$ cat config.mk
export PLATFORM = sky130hd
export DESIGN_NAME = lcd_regpanel
export DESIGN_NICKNAME = d
export VERILOG_FILES = /design/src/rtl/lcd_regpanel.sv
export SDC_FILE = /design/constraint.sdc
export NUM_CORES = 1
export LEC_CHECK = 0
export CORE_ASPECT_RATIO = 0.7
export CORE_MARGIN = 2
export CORE_UTILIZATION = 52
export DETAILED_ROUTE_END_ITERATION = 10
export GPL_TIMING_DRIVEN = 0
export PLACE_DENSITY = 0.88
export SLEW_MARGIN = 25
export SYNTH_ARGS = -nofsm -noshare
export SYNTH_HDL_FRONTEND = slang
export SYNTH_SLANG_ARGS = --single-unit
$ cat constraint.sdc
create_clock -name PixelClk -period 2.25 [get_ports PixelClk]
set_input_delay 0.225 -clock PixelClk [delete_from_list [all_inputs] [get_ports PixelClk]]
set_output_delay 0.225 -clock PixelClk [all_outputs]
set_load 0.01 [all_outputs]
$ cat src/rtl/lcd_regpanel.sv
// lcd_regpanel: RGB565 raster timing generator that draws NREG registers of RW bits as a grid of cells.
// Optional macro LCD_REGPANEL_BLINK_EN: rows selected by blink_mask blink with bit 5 of a 6-bit frame counter.
module lcd_regpanel #(
  parameter int H_SYNC    = 1,
  parameter int H_BP      = 181,
  parameter int H_ACTIVE  = 800,
  parameter int H_FP      = 210,
  parameter int V_SYNC    = 5,
  parameter int V_BP      = 3,
  parameter int V_ACTIVE  = 480,
  parameter int V_FP      = 42,
  parameter int NREG      = 8,
  parameter int RW        = 8,
  parameter int CELL_LOG2 = 5,
  parameter int GAP       = 4,
  parameter int X0        = 128,
  parameter int Y0        = 8,
  localparam int RSW      = (NREG > 1) ? $clog2(NREG) : 1
) (
  input  logic            PixelClk,
  input  logic            RST,
  output logic [RSW-1:0]  regsel,
  input  logic [RW-1:0]   regdat,
  input  logic [NREG-1:0] blink_mask,
  output logic            LCD_HSYNC,
  output logic            LCD_VSYNC,
  output logic            LCD_DE,
  output logic [4:0]      LCD_R,
  output logic [5:0]      LCD_G,
  output logic [4:0]      LCD_B,
  output logic            sof
);
  localparam int HT  = H_SYNC + H_BP + H_ACTIVE + H_FP;
  localparam int VT  = V_SYNC + V_BP + V_ACTIVE + V_FP;
  localparam int HW  = $clog2(HT);
  localparam int VW  = $clog2(VT);
  localparam int HA0 = H_SYNC + H_BP;
  localparam int VA0 = V_SYNC + V_BP;
  localparam int PW  = RW << CELL_LOG2;
  localparam int PH  = NREG << CELL_LOG2;
  localparam int XW  = HW + 2;
  localparam int YW  = VW + 2;
  localparam int CSW = (RW > 1) ? $clog2(RW) : 1;

  logic [HW-1:0] r_hcnt;
  logic [VW-1:0] r_vcnt;

  always_ff @(posedge PixelClk or posedge RST) begin
    if (RST) begin
      r_hcnt <= '0;
      r_vcnt <= '0;
    end else if (r_hcnt == HW'(HT - 1)) begin
      r_hcnt <= '0;
      r_vcnt <= (r_vcnt == VW'(VT - 1)) ? '0 : r_vcnt + VW'(1);
    end else begin
      r_hcnt <= r_hcnt + HW'(1);
    end
  end

  logic                 w_hsync0, w_vsync0, w_de0, w_sof0;
  logic                 w_row_ok, w_in_panel, w_lit0, w_bit0;
  logic signed [XW-1:0] w_px;
  logic signed [YW-1:0] w_py;
  logic [CSW-1:0]       w_col;
  logic [RSW-1:0]       w_row;

  assign w_hsync0 = (r_hcnt >= HW'(H_SYNC));
  assign w_vsync0 = (r_vcnt >= VW'(V_SYNC));
  assign w_de0    = (r_hcnt >= HW'(HA0)) && (r_hcnt < HW'(HA0 + H_ACTIVE)) &&
                    (r_vcnt >= VW'(VA0)) && (r_vcnt < VW'(VA0 + V_ACTIVE));
  assign w_sof0   = (r_hcnt == '0) && (r_vcnt == '0);

  // Panel-relative coordinates; negative values mean left of / above the panel
  assign w_px       = $signed({2'b00, r_hcnt}) - $signed(XW'(HA0 + X0));
  assign w_py       = $signed({2'b00, r_vcnt}) - $signed(YW'(VA0 + Y0));
  assign w_row_ok   = !w_py[YW-1] && (w_py < $signed(YW'(PH)));
  assign w_in_panel = w_de0 && w_row_ok && !w_px[XW-1] && (w_px < $signed(XW'(PW)));
  assign w_col      = CSW'(w_px >>> CELL_LOG2);
  assign w_row      = RSW'(w_py >>> CELL_LOG2);
  assign w_lit0     = w_in_panel && (int'(w_px[CELL_LOG2-1:0]) >= GAP) &&
                      (int'(w_py[CELL_LOG2-1:0]) >= GAP);
  assign regsel     = (RST || !w_row_ok) ? '0 : w_row;

  always_comb begin
    w_bit0 = 1'b0;
    for (int i = 0; i < RW; i++) begin
      w_bit0 = (w_col == CSW'(i)) ? regdat[RW-1-i] : w_bit0;
    end
  end

  logic           r_bit1, r_lit1, r_de1, r_hs1, r_vs1, r_sof1;
  logic [RSW-1:0] r_row1;

  always_ff @(posedge PixelClk or posedge RST) begin
    if (RST) begin
      r_bit1 <= 1'b0;
      r_lit1 <= 1'b0;
      r_de1  <= 1'b0;
      r_hs1  <= 1'b1;
      r_vs1  <= 1'b1;
      r_sof1 <= 1'b0;
      r_row1 <= '0;
    end else begin
      r_bit1 <= w_bit0;
      r_lit1 <= w_lit0;
      r_de1  <= w_de0;
      r_hs1  <= w_hsync0;
      r_vs1  <= w_vsync0;
      r_sof1 <= w_sof0;
      r_row1 <= w_row;
    end
  end

  logic w_eff1;
`ifdef LCD_REGPANEL_BLINK_EN
  logic [5:0] r_fcnt;

  always_ff @(posedge PixelClk or posedge RST) begin
    if (RST) begin
      r_fcnt <= 6'd0;
    end else if (r_sof1) begin
      r_fcnt <= r_fcnt + 6'd1;
    end
  end

  assign w_eff1 = r_bit1 && !(blink_mask[r_row1] && r_fcnt[5]);
`else
  logic w_unused;
  assign w_unused = ^{blink_mask, r_row1};
  assign w_eff1   = r_bit1;
`endif

  always_ff @(posedge PixelClk or posedge RST) begin
    if (RST) begin
      LCD_HSYNC <= 1'b1;
      LCD_VSYNC <= 1'b1;
      LCD_DE    <= 1'b0;
      LCD_R     <= 5'd0;
      LCD_G     <= 6'd0;
      LCD_B     <= 5'd0;
      sof       <= 1'b0;
    end else begin
      LCD_HSYNC <= r_hs1;
      LCD_VSYNC <= r_vs1;
      LCD_DE    <= r_de1;
      LCD_R     <= (r_lit1 && w_eff1) ? 5'd31 : 5'd0;
      LCD_G     <= (r_lit1 && w_eff1) ? 6'd63 : 6'd0;
      LCD_B     <= r_lit1 ? 5'd31 : 5'd0;
      sof       <= r_sof1;
    end
  end

endmodule

==> reports/metrics.sh <==
OUTCOME='finished, violations left'
FAILING_CHECKS='setup timing'
SYNTH.DISTINCT_CELLS=46
NUMBER_OF_REGISTER_BITS_INFERRED_BY_SYNTHESIS=33
TIMING.FINAL.SETUP_VIOLATIONS=1
FLOORPLAN.DIE.HEIGHT_UM=57.40
FINAL_MAX_SLEW_VIOL_COUNT=0
SLOWEST_STAGE_CELL_CRIT_PATH='sky130_fd_sc_hd__dfrtp_2'
COMB_POWER_SHARE=0.028
DPL.HPWL_UM=3153
CTS_TREE='built'
FINAL_CORE_UTIL=0.6989
SYNTH-EDFF-COUNT=0
CTS_BUFFERS=5
WORSTSKEWPAIRLATENCY_NS=0.30
ARRIVAL_NS=2.08
AREA_GROWTH_SYN_TO_LAYOUT_PCT=29.42
VIASPERCELL=5.475
FP.COREAREA_MM2=0.003923
POWER.DENSITY_mW_PER_MM2=414.3
FINAL_CELL_MIX='sky130_fd_sc_hd__clkdlybuf4s50_1, sky130_fd_sc_hd__buf_4, sky130_fd_sc_hd__dfrtp_1'
TIMING.FINAL.HOLD_VIOLATIONS=0
CRITPATHKIND='reg2out'
CLOCKPOWERSHARE=0.448
VIAS=1785
NNETSFINAL=307
CTS-ROOT-BUF='sky130_fd_sc_hd__clkbuf_8'
SYNTH_AREA_MM2=0.002118
FINALWIRELENGTH_UM=5171
DRC_MARKER_COUNT_FROM_THE_FIRST_DETAILED_ROUTE_ITERATION=142
AREA_OF_THE_DIE_MM2=0.004608
CRIT_PATH_START_KIND='flip-flop'
POWER.INTERNAL_mW=0.8873
FIN_CRIT_SH=1.023
TIMING.CRITICAL_PATH.BUF_INV=2
POWER_SWITCHING_mW=0.2486
FINAL.SETUP.WORST_SLACK_NS=-0.05084
WORSTSETUPENDPOINTTYPE='output port'
DETAIL_ROUTE.WL_PER_CELL_UM=15.86
ANT_NETS=0
ASYNCSETRESETFLOPFRACSYNTH=1.000
SHARE_SEQ_OF_TOTAL_POWER=0.523
MAX_STAGE_DELAY_NS=0.44
WORSTPATHMAXFANOUT=4
TIMING.RR.START='r_vcnt[7]$_DFFE_PP0N_'
CRITICAL_PATH_REQUIRED_NS=2.03
R2R_CELLS=7
CP_DEPTH=6
FIRST_PASS_DRT_ITERATIONS=4
BUFFER_PORTS.INSERTED=32
WORSTSETUPENDPOINT='regsel[1]'
GLOBALROUTETOTALUTIL=0.2139
FINAL.SETUP_SKEW_NS=0.01060
SLEW_HEADROOM=0.5433
WORSTPATHCELLLIST='or3_4, and4b_1, nor4_4, buf_4, nor3_2, buf_2'
MOSTFREQUENTLAYOUTCELL='sky130_fd_sc_hd__clkdlybuf4s50_1'
SYNTHESIS.NETS=256
POWER.SWITCHING_FRACTION=0.2188
CTS.HTREE.LEVELS=2
CLKSINKCOUNT=33
CRITICAL-PATH-TOP-DELAY-FAMILY='simple AND/OR/NAND/NOR gates'
YOSYSWARNINGCOUNT=0
FINAL.MIN_CLOCK_PERIOD_NS=2.301
SETUP-TNS-FINAL_NS=-0.05084
GPL.FINAL_WEIGHTED_CONGESTION=0.8702
SYNTH_AREA_PER_CELL_UM2=9.542
ACHIEVABLE-FREQUENCY_MHz=434.6
GLOBALROUTE.TOTALOVERFLOW=0
REGTOREGENDPOINT='r_lit1$_DFF_PP0_'
SYNTH_SEQUENTIAL_AREA_RATIO=0.3922
FP.DIEW_UM=80.29
INITIAL_UTILIZATION=0.5400
CLKTRANSATPATHREGS_NS=0.08
SYN-INSTANCE-COUNT=222
PEAKVDDDROP_V=0.0003296
DESIGN.PORTCOUNT=41
WIRE_LENGTH_OF_THE_FIRST_GLOBAL_ROUTING_PASS_UM=7389
R2R_SETUP_SLACK_NS=0.11
HOLD-WORST-SLACK_NS=0.3410
POST_ROUTE_CELLS_DRIVE_ABOVE_1_SHARE=0.2482
VIAS_IN_THE_FIRST_GLOBAL_ROUTE=1572
POWER.STATIC_LEAKAGE_nW=1.265
CRITICAL_PATH.STARTPOINT='r_vcnt[7]$_DFFE_PP0N_'
CLOCK_PATH_BUFFERS=2
MIN_PATH_TYPE='reg2reg'
POST-ROUTE-DRC-COUNT=0
SYNTH-MAIN-FF-CELL='sky130_fd_sc_hd__dfrtp_1'
ANTENNA-DIODE-COUNT=0
GRT_ANTENNA_BEFORE_REPAIR=0
LARGEST_NET_DEGREE_AT_THE_START_OF_GLOBAL_ROUTING=34
DRV.MAX_CAP_VIOLATION_COUNT=0
TIMING_WORST_SLEW_PIN_VALUE_NS=0.6840
ROWS=19
-- synth_stat cells (2+ instances only) --
library cell / n / area, µm²
sky130_fd_sc_hd__and3_1: 5 / 31.28
sky130_fd_sc_hd__nor3_1: 10 / 50.05
sky130_fd_sc_hd__a21oi_1: 4 / 20.02
sky130_fd_sc_hd__xor2_1: 7 / 61.31
sky130_fd_sc_hd__mux2i_1: 5 / 50.05
sky130_fd_sc_hd__buf_4: 14 / 105.1
sky130_fd_sc_hd__ha_1: 16 / 200.2
sky130_fd_sc_hd__nand4_1: 4 / 25.02
sky130_fd_sc_hd__nand3_1: 9 / 45.04
sky130_fd_sc_hd__o31ai_1: 3 / 22.52
sky130_fd_sc_hd__nor2_1: 18 / 67.56
sky130_fd_sc_hd__buf_2: 6 / 30.03
sky130_fd_sc_hd__clkbuf_1: 5 / 18.77
sky130_fd_sc_hd__dfstp_2: 4 / 105.1
sky130_fd_sc_hd__o21ai_0: 8 / 40.04
sky130_fd_sc_hd__nor4_1: 2 / 12.51
sky130_fd_sc_hd__and4b_1: 3 / 30.03
sky130_fd_sc_hd__xnor2_1: 10 / 87.58
sky130_fd_sc_hd__dfrtp_1: 29 / 725.7
sky130_fd_sc_hd__nor2b_1: 2 / 12.51
sky130_fd_sc_hd__or3_1: 3 / 18.77
sky130_fd_sc_hd__a31oi_1: 2 / 12.51
sky130_fd_sc_hd__inv_1: 14 / 52.55
sky130_fd_sc_hd__nand2_1: 17 / 63.81
-- flip-flops by register name, indices dropped and copies added, names as in the netlist --
name / cells
LCD_R: 1
r_de1: 1
LCD_DE: 1
r_hs1: 1
r_hcnt: 11
LCD_VSYNC: 1
LCD_B: 1
sof: 1
r_vcnt: 10
r_vs1: 1
LCD_HSYNC: 1
r_lit1: 1
r_sof1: 1
r_bit1: 1
-- what timing repair did --
action	CTS	global route
buffers inserted	4	9
gates cloned	0	0
setup endpoints to repair	4	4
pin swaps	2	1
gates resized for setup	20	8
hold buffers	0	0
-- worst min-delay path by stage --
stage	start	endpoint	depth (start not counted)
final	r_sof1$_DFF_PP0_	sof$_DFF_PP0_	0
after global routing	r_sof1$_DFF_PP0_	sof$_DFF_PP0_	0
after CTS	r_sof1$_DFF_PP0_	sof$_DFF_PP0_	0
after detailed placement	r_sof1$_DFF_PP0_	sof$_DFF_PP0_	0
after global placement	r_sof1$_DFF_PP0_	sof$_DFF_PP0_	0
after floorplan	r_de1$_DFF_PP0_	LCD_DE$_DFF_PP0_	0
-- power by group through the flow --
stage	Combinational [mW]	Sequential, mW	Clock (mW)
2_1_floorplan	0.0125	0.605	0
3_3_place_gp	0.0318	0.606	0
6_report	0.0323	0.595	0.509
3_5_place_dp	0.0329	0.606	0
4_1_cts	0.0329	0.595	0.506
5_1_grt	0.0369	0.594	0.550
-- area by class of cell --
type                    instances  area (µm²)
plain buffers                  25       162.7
clock buffers                   7       96.34
clock inverters                 1       5.005
fillers                       273        1181
inverters                      14       55.05
multi-input cells             149        1114
flip-flops and latches         33       837.1
well taps                      52       65.06
repair buffers                 45       406.6
-- per-stage QoR --
step                instance area [µm²]  cells  setup WS [ns]  total power [mW]
CTS                                2654    317       0.005779             1.134
global route                       2741    326       -0.08639             1.181
finish                             2741    326       -0.05084             1.136
global placement                   2504    306        -0.4252            0.6373
floorplan                          2118    222         0.3658            0.6179
detailed placement                 2504    306        -0.4339            0.6385
-- kinds of logic (layout without fill, tap and decap cells) --
family,Yosys count,after routing,share of synthesized area
simple gates,81,81,0.2002
buf+inv,40,92,0.1028
flops,33,33,0.3922
compound gates,28,28,0.09806
xor+xnor,18,18,0.07797
fa+ha+maj,16,16,0.09451
mux,6,6,0.03426
-- layer usage --
layer | GRT usage | share of wire | vias to the layer above
met5 | 0 | 0 | -
met4 | 0.06538 | 0.015 | 0
met3 | 0.09494 | 0.081 | 11
met2 | 0.2988 | 0.47 | 77
met1 | 0.2995 | 0.43 | 846
li1 | - | - | 851
Note: power is estimated with default switching activity, not from simulation.
